`config.mk`:
```
export PLATFORM = sky130hd
export DESIGN_NAME = bin_bcd_seq
export DESIGN_NICKNAME = d
export VERILOG_FILES = /design/src/rtl/bin_bcd_seq.sv
export SDC_FILE = /design/constraint.sdc
export NUM_CORES = 1
export LEC_CHECK = 0
export BUFFER_PORTS_ARGS = -buffer_cell sky130_fd_sc_hd__buf_2
export CAP_MARGIN = 20
export CORE_MARGIN = 5
export CORE_UTILIZATION = 57
export CTS_CLUSTER_DIAMETER = 80
export CTS_CLUSTER_SIZE = 24
export DETAILED_ROUTE_END_ITERATION = 8
export PLACE_DENSITY = 0.79
export SKIP_LAST_GASP = 1
export SYNTH_ARGS = -nofsm -noshare
export SYNTH_HDL_FRONTEND = slang
export SYNTH_SLANG_ARGS = --single-unit
```
`constraint.sdc`:
```
create_clock -name clk -period 2.5 [get_ports clk]
set_input_delay 0.125 -clock clk [delete_from_list [all_inputs] [get_ports clk]]
set_output_delay 0.125 -clock clk [all_outputs]
set_load 0.005 [all_outputs]
```
`src/rtl/bin_bcd_seq.sv`:
```
// Sequential binary-to-BCD converter (shift-add-3). One conversion per start/done
// handshake, with a leading-zero blank mask and an overflow flag for narrow digit counts.
module bin_bcd_seq #(
  parameter int BIN_W  = 16,
  parameter int DIGITS = 5
) (
  input  logic                  clk,
  input  logic                  rst_n,
  input  logic                  start,
  input  logic [BIN_W-1:0]      binary,
  output logic                  busy,
  output logic                  done,
  output logic [4*DIGITS-1:0]   bcd,
  output logic [DIGITS-1:0]     blank,
  output logic                  ovf
);

  localparam int BCD_W = 4 * DIGITS;
  localparam int CNT_W = $clog2(BIN_W + 1);
  localparam logic [DIGITS-1:0] BLANK_RST = {DIGITS{1'b1}} << 1;

  typedef enum logic [1:0] {IDLE, SHIFT, DONE} state_t;

  state_t             state_q, state_d;
  logic [BIN_W-1:0]   shift_q, shift_d;
  logic [BCD_W-1:0]   scratch_q, scratch_d;
  logic               sticky_q, sticky_d;
  logic [CNT_W-1:0]   cnt_q, cnt_d;
  logic [BCD_W-1:0]   bcd_q, bcd_d;
  logic [DIGITS-1:0]  blank_q, blank_d;
  logic               ovf_q, ovf_d;
  logic               done_q, done_d;
  logic [BCD_W-1:0]   adj;

  // Every digit >= 5 gets +3 in parallel; 4-bit add, a digit never exceeds 9 here.
  function automatic logic [BCD_W-1:0] add3_digits(input logic [BCD_W-1:0] s);
    logic [BCD_W-1:0] r;
    r = s;
    for (int i = 0; i < DIGITS; i++) begin
      if (s[4*i +: 4] >= 4'd5) r[4*i +: 4] = s[4*i +: 4] + 4'd3;
    end
    return r;
  endfunction

  // A digit is blanked when it and every digit above it are zero; ones digit always shown.
  function automatic logic [DIGITS-1:0] blank_mask(input logic [BCD_W-1:0] s);
    logic [DIGITS-1:0] m;
    logic              all_zero;
    m        = '0;
    all_zero = 1'b1;
    for (int i = DIGITS - 1; i >= 0; i--) begin
      all_zero = all_zero & (s[4*i +: 4] == 4'd0);
      m[i]     = all_zero;
    end
    m[0] = 1'b0;
    return m;
  endfunction

  assign adj = add3_digits(scratch_q);

  always_comb begin
    state_d   = state_q;
    shift_d   = shift_q;
    scratch_d = scratch_q;
    sticky_d  = sticky_q;
    cnt_d     = cnt_q;
    bcd_d     = bcd_q;
    blank_d   = blank_q;
    ovf_d     = ovf_q;
    done_d    = 1'b0;

    case (state_q)
      IDLE: begin
        if (start) begin
          shift_d   = binary;
          scratch_d = '0;
          sticky_d  = 1'b0;
          cnt_d     = '0;
          state_d   = SHIFT;
        end
      end
      SHIFT: begin
        // A bit leaving the top digit means the value needs more than DIGITS digits.
        scratch_d = {adj[BCD_W-2:0], shift_q[BIN_W-1]};
        shift_d   = {shift_q[BIN_W-2:0], 1'b0};
        sticky_d  = sticky_q | adj[BCD_W-1];
        cnt_d     = cnt_q + CNT_W'(1);
        if (cnt_q == CNT_W'(BIN_W - 1)) state_d = DONE;
      end
      DONE: begin
        bcd_d   = scratch_q;
        blank_d = blank_mask(scratch_q);
        ovf_d   = sticky_q;
        done_d  = 1'b1;
        state_d = IDLE;
      end
      default: state_d = IDLE;
    endcase
  end

  always_ff @(posedge clk or negedge rst_n) begin
    if (!rst_n) begin
      state_q   <= IDLE;
      shift_q   <= '0;
      scratch_q <= '0;
      sticky_q  <= 1'b0;
      cnt_q     <= '0;
      bcd_q     <= '0;
      blank_q   <= BLANK_RST;
      ovf_q     <= 1'b0;
      done_q    <= 1'b0;
    end else begin
      state_q   <= state_d;
      shift_q   <= shift_d;
      scratch_q <= scratch_d;
      sticky_q  <= sticky_d;
      cnt_q     <= cnt_d;
      bcd_q     <= bcd_d;
      blank_q   <= blank_d;
      ovf_q     <= ovf_d;
      done_q    <= done_d;
    end
  end

  // Busy drops on the edge that raises done, so a held start restarts right away.
  assign busy  = (state_q != IDLE);
  assign done  = done_q;
  assign bcd   = bcd_q;
  assign blank = blank_q;
  assign ovf   = ovf_q;

endmodule

```
# == Word-level counts from Yosys, hierarchy flattened ==
# Cells that the tools add are included.
# op_classes
addsub,6
n_lt_le_gt_ge,5
eq_ne,5
muxes,17
bitwise_logic,4
n_reduce_logical,9
# op_table
op,n
one-hot mux 20 bit (2 select lines),1
one-hot mux 16 bit (2 select lines),1
"adder 4 x 2 -> 4 bit, second input constant",5
"greater-or-equal comparator 4 x 3 -> 1 bit, second input constant",5
2-to-1 mux 20 bit,1
2-to-1 mux 4 bit,5
zero test 4 bit,4
2-to-1 mux 16 bit,1
one-hot mux 5 bit (2 select lines),1
"adder 5 x 1 -> 5 bit, second input constant",1
"equality test 5 x 4 -> 1 bit, second input constant",1
2-to-1 mux 5 bit,1
2-to-1 mux 2 bit,2
"!= test 2 bit, second input constant",2
one-hot mux 2 bit (2 select lines),1
AND reduction 2 bit,2
nonzero test 2 bit,2
AND 1 bit,3
"equality test 2 x 1 -> 1 bit, second input constant",1
"equality test 2 bit, second input constant",1
zero test 2 bit,1
2-to-1 mux 1 bit,2
one-hot mux 1 bit (2 select lines),1
OR 1 bit,1
# totals
reg_bits,70
in_bits,19
output_inout_bits,28
word_cells,55

# == Depth between registers and ports, before layout ==
# logic_depth
ltp_word,4
depth_mapped,6
ltp_nobuf,6

# == Worst setup path before layout ==
# OpenSTA, ideal clock, no wires.
# synth_timing
path_kind,register to register
startpoint,register scratch_q[16]
endpoint,register blank_q[1] (netlist: blank[1])
setup_time_ns,0.069
arrival_time_ns,2.175
required_time_ns,2.431
path_slack_ns,0.256
stages_incl_launch_ff,7
path_buffers,0
synth_period_minus_slack_ns,2.244
cell_sequence,dfrtp_1 > inv_1 > ha_1 > or3b_1 > or4b_1 > or4b_4 > o21ai_2
# synth_via
elab_chain_len,4
# synth_lines
element,line,rtl
from (decl),26,"logic [BCD_W-1:0] scratch_q, scratch_d;"
from (signal assigned),115,scratch_q <= scratch_d;
zero test 4 bit,52,all_zero = all_zero & (s[4*i +: 4] == 4'd0);
AND 1 bit (3 in a row),52,
to (signal assigned),119,blank_q <= blank_d;
to (decl),30,"logic [DIGITS-1:0] blank_q, blank_d;"
# Every way passes these cells.
# A chain may end at the register's enable or synchronous reset.

# == Final worst setup path ==
# layout_timing
startpoint,register scratch_q[17]
endpoint,register blank_q[1] (netlist: blank[1])
# Same word-level chain as after synthesis.

==> key figures <==
GRT
  • Wire length of the first global-routing pass: 11600 um
  • Antenna violations before repair: 0
  • Number of global-route vias before repair: 2460
  • Pin count of the biggest net entering global routing: 71
  • GRT Resource Usage Total: 20.1%
  • Total gr overflow: 0

Timing
  • Minimum clock period: roughly 2.4 ns
  • Crit share post-route: 95.7%
  • Relative slew slack: between 60% and 70%
  • Transition time of the tightest slew-check pin: 0.519 ns
  • Setup repair after global routing missed its margin: no
  • Largest clock skew in the final design: 0.0101 ns
  • Number of hold violations in the final report: 0
  • Maximum clock rate: between 0.4 and 0.5 GHz
  • Slew Viols, Final: 0
  • Final setup fails: 0
  • Post-route setup TNS: 0 ns

Cells and area
  • Number of filler instances in the final layout: 437
  • Synth-to-Final Area Change: 15.7%
  • Nets@finish: 395
  • Register area: 1760 um2
  • Fraction of final layout cells with drive strength greater than 1: 24.9%
  • Core utilization of the finished layout: 68.4%
  • Post-Layout Cell Count: around 440
  • Number of diodes added for antenna fixing: 0
  • Most frequent cells in the layout: dfrtp_1 (66), buf_2 (45), nand2_1 (39)
  • Area used by multi-input combinational logic: 1390 um2
  • Most common cell after layout, fill and taps aside: dfrtp_1

Yosys
  • Complex-gate fraction of the synthesized area: 17.3%
  • Synthesized net count: 349
  • Portion of netlist area occupied by mux cells: 3.78%
  • Post-synth top area share: 50.5%
  • Mean area per synthesized cell: 10.4 um2
  • Leading area contributor after synthesis: dfrtp_1
  • Area share of fa/ha/maj cells after synthesis: about 5.7%
  • Combinational family with the most area after synthesis: compound AO/OA/AOI/OAI gates
  • Most common flop cell mapped by yosys: dfrtp_1
  • Number of enable-type register cells in the synthesized netlist: 0
  • Post-synth design cell area: 3270 um2
  • Total of flip-flops plus latches after synthesis: 70
  • Number of warnings printed during yosys synthesis: 0
  • Simple logic cell fraction of the synthesized area: a little over an eighth
  • Yosys cell types: 36
  • Share of synthesized registers carrying an async set or reset: 100%
  • Post-synthesis share of cell area spent on xor and xnor gates: between 1.5 and 2%
  • Cells after Synth: approximately 320
  • Sequential area share after synthesis: between 50% and 60%
  • Dominant cells by area after synthesis: dfrtp_1 (50%), ha_1 (5.7%), nand2_1 (4.5%)

Placed design
  • Instance count after placement with tap cells included: 420
  • Final HPWL from detailed placement: between 4000 and 5000 um
  • Number of buffer cells added on primary ports: 45
  • Placer congestion estimate: 0.851

Pwr
  • Cell Pwr Density: 1120 nW/um2
  • Total power: 0.00423 W
  • Leak pwr: around 1.8 nW
  • Maximum resistive drop on vdd: 0.000875 V

Floorplan
  • Core Area: 5540 um2
  • Core Rows: 27
  • Number of top-level pins: between 40 and 50
  • Starting utilization of the core area: 59.1%
  • Height of the chip: 85.8 um
  • Die width: 85.8 um
  • Area of the die: 7360 um2

Clock network
  • Sinks on Clock Net: 70
  • Depth of the CTS H-tree: 3
  • Clock Latency Late Sink: about 0.36 ns
  • Number of buffers on the longest clock path: 2
  • Number of post-CTS setup repair buffers: 0
  • CTS Buf Count: 9
  • Clock root buffer: clkbuf_8
  • Clock edge transition at the registers on the reported setup and hold paths: about 0.070 ns
  • CTS tree: yes

Route
  • Number of violations reported at the end of detailed-routing iteration 0: 168
  • Uppermost signal routing layer after detailed routing: met4
  • Wire length on met1: 3190 um
  • Routed vias: about 2.5k
  • Met2 WL post-DR: approximately 3200 um
  • Wire length on met3: about 290 um
  • Total DRC errors in the routed layout: 0
  • Number of nets with antenna violations after detailed routing: 0
  • Wire length per cell: 15.5 um
  • Average via count per standard cell: roughly 5.7
  • Number of detailed-routing iterations run before antenna repair: 4
  • Routed Wire Length: a little under 7000 um

Worst setup path
  • Arrival time at the worst endpoint: 2.68 ns
  • Data required time at the worst endpoint: 2.79 ns
  • Critical path class: flop to flop
  • Worst-path fanout max: 4
  • Kind of end point of the critical path: flop
  • CP startpoint kind: flop

Run
  • Count of maximum capacitance violations: 0

Outcome
  • Result of the run: finished clean

Hold path
  • Min-Delay Path Class: input pin to flop
==> metrics by stage <==
step / setup WS [ns] / hold WS, ns / area, um2
finish: 0.109 / 0.157 / 3790
global route: 0.00527 / 0.185 / 3790
CTS: 0.0660 / 0.155 / 3780
detailed placement: 0.0940 / 0.180 / 3580
global placement: 0.171 / 0.177 / 3580
floorplan: 0.256 / -0.171 / 3270
==> Yosys cell counts, drive strengths merged (2+ instances only) <==
| master | count |
|---|---|
| nand2 | 39 |
| inv | 14 |
| buf | 3 |
| o21ai | 41 |
| nand2b | 8 |
| o32ai | 2 |
| a22o | 2 |
| a32o | 5 |
| o311ai | 5 |
| nor3 | 2 |
| xnor2 | 5 |
| o22ai | 8 |
| dfstp | 4 |
| or2 | 2 |
| nor3b | 18 |
| ha | 15 |
| a21oi | 24 |
| xor2 | 2 |
| dfrtp | 66 |
| mux2 | 11 |
| o31ai | 5 |
| or4b | 2 |
| nor2 | 3 |
| clkbuf | 16 |
| nand3 | 6 |
==> layer usage <==
layer | up-vias | global-route usage, %
li1 | 1209 | -
met1 | 1209 | 27.6
met2 | 54 | 30.2
met3 | 12 | 3.94
met4 | 0 | 10.9
met5 | - | 0
==> timing repair <==
action | 4_1_cts | 5_1_grt
hold buffers | 1 | 0
setup endpoints to repair | 0 | 2
endpoints found under the hold margin | 66 | 0
gates resized for setup | 0 | 2
==> cell families (layout without fill, tap and decap cells) <==
logic type | Yosys count | in the layout
compound gates | 94 | 94
simple gates | 84 | 84
flops | 70 | 70
buf+inv | 33 | 84
fa+ha+maj | 15 | 15
mux | 11 | 11
xor+xnor | 7 | 7
other cells | 1 | 1
==> state kept, by name, indices dropped and copies added, names as in the netlist <==
signal	count
cnt_q	5
bcd	20
sticky_q	1
done	1
shift_q	16
blank	4
ovf	1
state_q	2
scratch_q	20
==> report_power, final <==
part / switching (W) / leakage [nW] / total (W) / internal, W
Sequential: 0.000298 / 0.908 / 0.00180 / 0.00150
Clock: 0.000433 / 0.0948 / 0.000886 / 0.000453
Combinational: 0.000866 / 0.784 / 0.00155 / 0.000685
Total: 0.00160 / 1.79 / 0.00423 / 0.00264
==> worst paths after layout <==
path | start | to | slack [ns] | cells after the start
max in group asynchronous | rst_n | blank[4] | 1.85 | 3
hold reg to reg | blank[3] | blank[3] | 0.47 | 2
setup reg to reg | scratch_q[17] | blank[1] | 0.11 | 6
min in group asynchronous | rst_n | bcd[3] | 0.32 | 3
hold / removal | binary[0] | shift_q[0] | 0.16 | 4
setup / recovery | scratch_q[17] | blank[1] | 0.11 | 6
==> area by class of cell <==
type                            instances  share of cell area, %
Sequential cell                        70                   46.4
Multi-Input combinational cell        212                   36.7
Timing Repair Buffer                   54                   8.13
Clock buffer                            9                   3.27
Tap cell                               72                   2.38
Clock inverter                          7                   1.72
Inverter                               14                   1.39
==> critical path, stage by stage, from the launching register on <==
cell and delay, ns:
dfrtp_1 0.40, inv_1 0.12, ha_2 0.22, or3b_1 0.37
or4b_1 0.52, or4b_4 0.55, o21ai_2 0.14
No activity file was read; power rests on OpenSTA's default activity.
